===== src/rtl/mcnay_counter_pkg.sv =====
// Shared constants and types for the prime-detection iteration counter.
// Holds the datapath width and the per-cycle operation decode.
package mcnay_counter_pkg;

    localparam int unsigned DataWidth = 16;

    typedef enum logic [1:0] {
        OpHold,
        OpInc,
        OpLoad
    } op_e;

    // Load outranks increment; reset is handled separately in the register.
    function automatic op_e decode_op(input logic latch_val, input logic en);
        if (latch_val) begin
            return OpLoad;
        end else if (en) begin
            return OpInc;
        end
        return OpHold;
    endfunction

endpackage


===== src/rtl/mcnay_counter.sv =====
// Loadable up-counter used as the candidate-divisor/iteration counter.
// out_num comes straight from the state register; there is no input-to-output path.
module mcnay_counter
    import mcnay_counter_pkg::*;
#(
    parameter int unsigned nbits = DataWidth
) (
    input  logic             clk,
    input  logic             rst,
    input  logic [nbits-1:0] in_num,
    input  logic             latch_val,
    input  logic             en,
    output logic [nbits-1:0] out_num
);

    logic [nbits-1:0] count_q;
    logic [nbits-1:0] count_d;
    op_e              op;

    always_comb begin
        op = decode_op(latch_val, en);
    end

    // Increment wraps silently from all-ones to zero.
    always_comb begin
        count_d = count_q;
        unique case (op)
            OpLoad:  count_d = in_num;
            OpInc:   count_d = count_q + nbits'(1);
            OpHold:  count_d = count_q;
            default: count_d = count_q;
        endcase
    end

    always_ff @(posedge clk) begin
        if (rst) begin
            count_q <= '0;
        end else begin
            count_q <= count_d;
        end
    end

    assign out_num = count_q;

endmodule


===== config.mk =====
export PLATFORM = sky130hd
export DESIGN_NAME = mcnay_counter
export DESIGN_NICKNAME = d
export VERILOG_FILES = /design/src/rtl/mcnay_counter_pkg.sv /design/src/rtl/mcnay_counter.sv
export SDC_FILE = /design/constraint.sdc
export NUM_CORES = 1
export LEC_CHECK = 0
export ABC_AREA = 1
export BUFFER_PORTS_ARGS = -buffer_cell sky130_fd_sc_hd__buf_2
export CAP_MARGIN = 20
export CELL_PAD_IN_SITES_DETAIL_PLACEMENT = 1
export CELL_PAD_IN_SITES_GLOBAL_PLACEMENT = 1
export CORE_MARGIN = 5
export CORE_UTILIZATION = 32
export DETAILED_ROUTE_END_ITERATION = 12
export PLACE_DENSITY_LB_ADDON = 0.1
export SLEW_MARGIN = 20
export SYNTH_ARGS = -nofsm -noshare
export SYNTH_HDL_FRONTEND = slang
export SYNTH_SLANG_ARGS = --single-unit

===== constraint.sdc =====
create_clock -name clk -period 1.56 [get_ports clk]
set_input_delay 0.234 -clock clk [delete_from_list [all_inputs] [get_ports clk]]
set_output_delay 0.234 -clock clk [all_outputs]
set_load 0.01 [all_outputs]

==> results.sh <==
export IMPL_drt_iter0_markers=65
export IMPL_fin_util_pct=41.2
export IMPL_required_ps=1800
export IMPL_clock_skew_ps=4.10
export IMPL_largest_reg_flops=16
export IMPL_hold_buffers=0
export IMPL_core_area_mm2=0.00300
export IMPL_synth_seq_area_share_pct=32.4
export IMPL_ctsResizeCount=0
export IMPL_status="completed"
export IMPL_highest_layer="met4"
export IMPL_crit_fanout=5
export IMPL_maxCapViolations=0
export IMPL_wl_met1_um=1480
export IMPL_cts_buffers=3
export IMPL_setup_viol=0
export IMPL_dp_hpwl_um=2420
export IMPL_tns_ps=0
export IMPL_drc=0
export IMPL_crit_buf_inv=0
export IMPL_root_buffer="clkbuf_4"
export IMPL_crit_chain="ha_1 > nand2_1 > nor2_2 > nand3_1 > nand2_1 > nand3_1 > a21oi_1"
export IMPL_drive_gt1_share_pct=24.3
export IMPL_netlist_instances=152
export IMPL_grt_pass1_vias=1177
export IMPL_finalHoldViolCount=0
export IMPL_maxSlewViolCount=0
export IMPL_fin_area_mm2=0.00124
export IMPL_grt_max_degree=16
export IMPL_routed_wl_um=3140
export IMPL_syn_cell_area_um2=987
export IMPL_port_buffers=35
export IMPL_fp_dieArea_mm2=0.00430
export IMPL_worst_pin_slew_ps=306
export IMPL_max_freq_ghz=0.718
export IMPL_grt_antenna_before_repair=0
export IMPL_cts_setup_buffers=0
export IMPL_power_density_mw_per_mm2=707
export IMPL_startpoint_type="register"
export IMPL_period_share_pct=89.3
export IMPL_num_rows=20
export IMPL_floorplan_initialDensity_pct=32.9
export IMPL_cp_slowest_stage_delay_ps=410
export IMPL_yosysWarnings=0
export IMPL_fp_dieH_um=65.5
export IMPL_finalPower_uw=874
export IMPL_dpl_cell_area_mm2=0.00121
export IMPL_dp_cells=219
export IMPL_ys_types=21
export IMPL_p_leak_nw=0.615
export IMPL_cp_end_kind="register"
export IMPL_slowest_stage="dfxtp_1"
export IMPL_crit_arrival_ps=1630
export IMPL_diodes=0
export IMPL_crit_type="reg -> reg"
export IMPL_fillers=417
export IMPL_ir_drop_mv=0.255
export IMPL_area_growth_pct=25.2
export IMPL_final_cell_count_no_fill=222
export IMPL_firstDrtPassIters=3
export IMPL_period_needed_ps=1390
export IMPL_syn_num_nets=173
export IMPL_met2_length_um=1520
export IMPL_path_clk_slew_ps=100
export IMPL_avgViaCountPerCell=5.10
export IMPL_ant_nets=0
export IMPL_hold_path_class="in -> reg"
export IMPL_clock_latency_ps=300
export IMPL_grt_pass1_wl_um=5420
export IMPL_clockBufferDepth=2
export IMPL_htreeDepth=1
export IMPL_cts_sinks=16
export IMPL_path_delay_family="simple AND/OR/NAND/NOR gates"
export IMPL_routedWlPerCell_um=14.1
export IMPL_slew_headroom_pct=79.6
export IMPL_ys_ff_latch=16
export IMPL_dieWidth_um=65.5
export IMPL_io_pins=36
export IMPL_nNetsFinal=212
export IMPL_wl_met3_um=96
export IMPL_grt_overflow=0
export IMPL_cts_tree="built"
export IMPL_syn_area_per_cell_um2=6.49
export IMPL_vias=1133
export IMPL_gp_congestion=0.819
export IMPL_grt_use_total_pct=16.1
worst register-to-register path, cell delays in order, from the launching register on:
cell and delay, ps:
dfxtp_1 410, ha_1 210, nand2_1 150, nor2_2 230, nand3_1 90, nand2_1 70
nand3_1 70, a21oi_1 110
final timing paths:
| kind | start | to | slack (ps) | depth (start not counted) |
|---|---|---|---|---|
| hold reg to reg | out_num[15] | out_num[15] | 510 | 2 |
| setup reg to reg | out_num[1] | out_num[12] | 170 | 7 |
| hold / removal | in_num[6] | out_num[6] | 180 | 3 |
| setup / recovery | out_num[1] | out_num[12] | 170 | 7 |
metrics by stage:
stage                     setup slack [ps]  hold WS (ps)
after floorplan                        242           303
after global placement                 203           491
after detailed placement               137           503
after CTS                              134           179
after global routing                 -16.5           209
final                                  167           183
Yosys cell counts:
master     n  area [um2]
a21o_1     1        7.51
a21oi_1   15        75.1
a22oi_1    9        67.6
buf_2      2        10.0
clkbuf_1   2        7.51
dfxtp_1   16         320
ha_1       1        12.5
inv_1     22        82.6
nand2_1   33         124
nand2_2    1        6.26
nand3_1   15        75.1
nand4_1    3        18.8
nor2_1    12        45.0
nor2_2     3        18.8
nor2_4     1        11.3
nor3_1     1        5.00
o21ai_0    8        40.0
o21bai_1   1        7.51
o221ai_1   1        8.76
xnor2_1    2        17.5
xor2_1     3        26.3
placed cells by master (no fill, tap or decap), types with 2 or more instances in the layout:
| cell type | Yosys | layout |
|---|---|---|
| buf_2 | 2 | 35 |
| nor2_4 | 1 | 2 |
| nor2_2 | 3 | 2 |
| xnor2_1 | 2 | 2 |
| inv_1 | 22 | 22 |
| buf_4 | 0 | 3 |
| dfxtp_1 | 16 | 16 |
| nand3_1 | 15 | 15 |
| clkbuf_4 | 0 | 3 |
| a21oi_1 | 15 | 15 |
| nand2_1 | 33 | 33 |
| nor2_1 | 12 | 12 |
| o21ai_0 | 8 | 8 |
| a22oi_1 | 9 | 9 |
| xor2_1 | 3 | 3 |
| nand4_1 | 3 | 3 |
layer usage:
| layer | up-vias | track usage (%) |
|---|---|---|
| met1 | 533 | 20.1 |
| li1 | 575 | - |
| met5 | - | 0 |
| met3 | 5 | 2.39 |
| met4 | 0 | 5.44 |
| met2 | 20 | 28.1 |
cells by family after synthesis:
group	Yosys count	synth area share, %
AO/OA/AOI/OAI	35	20.9
XOR/XNOR	5	4.44
adder cells (fa/ha/maj)	1	1.27
buffers and inverters	26	10.1
flip-flops	16	32.4
AND/OR/NAND/NOR	69	30.8
layout make-up:
type                    instances  area, um2  area share (%)
repair buffers                 38        198            16.0
clock buffers                   3       22.5            1.82
multi-input cells             110        572            46.3
well taps                      33       41.3            3.34
flip-flops and latches         16        320            25.9
inverters                      22       82.6            6.68
power breakdown:
part | internal (mW) | switching [mW]
Combinational | 0.0764 | 0.0963
Sequential | 0.435 | 0.0318
Clock | 0.0900 | 0.145
No activity file was read; power rests on OpenSTA's default activity.
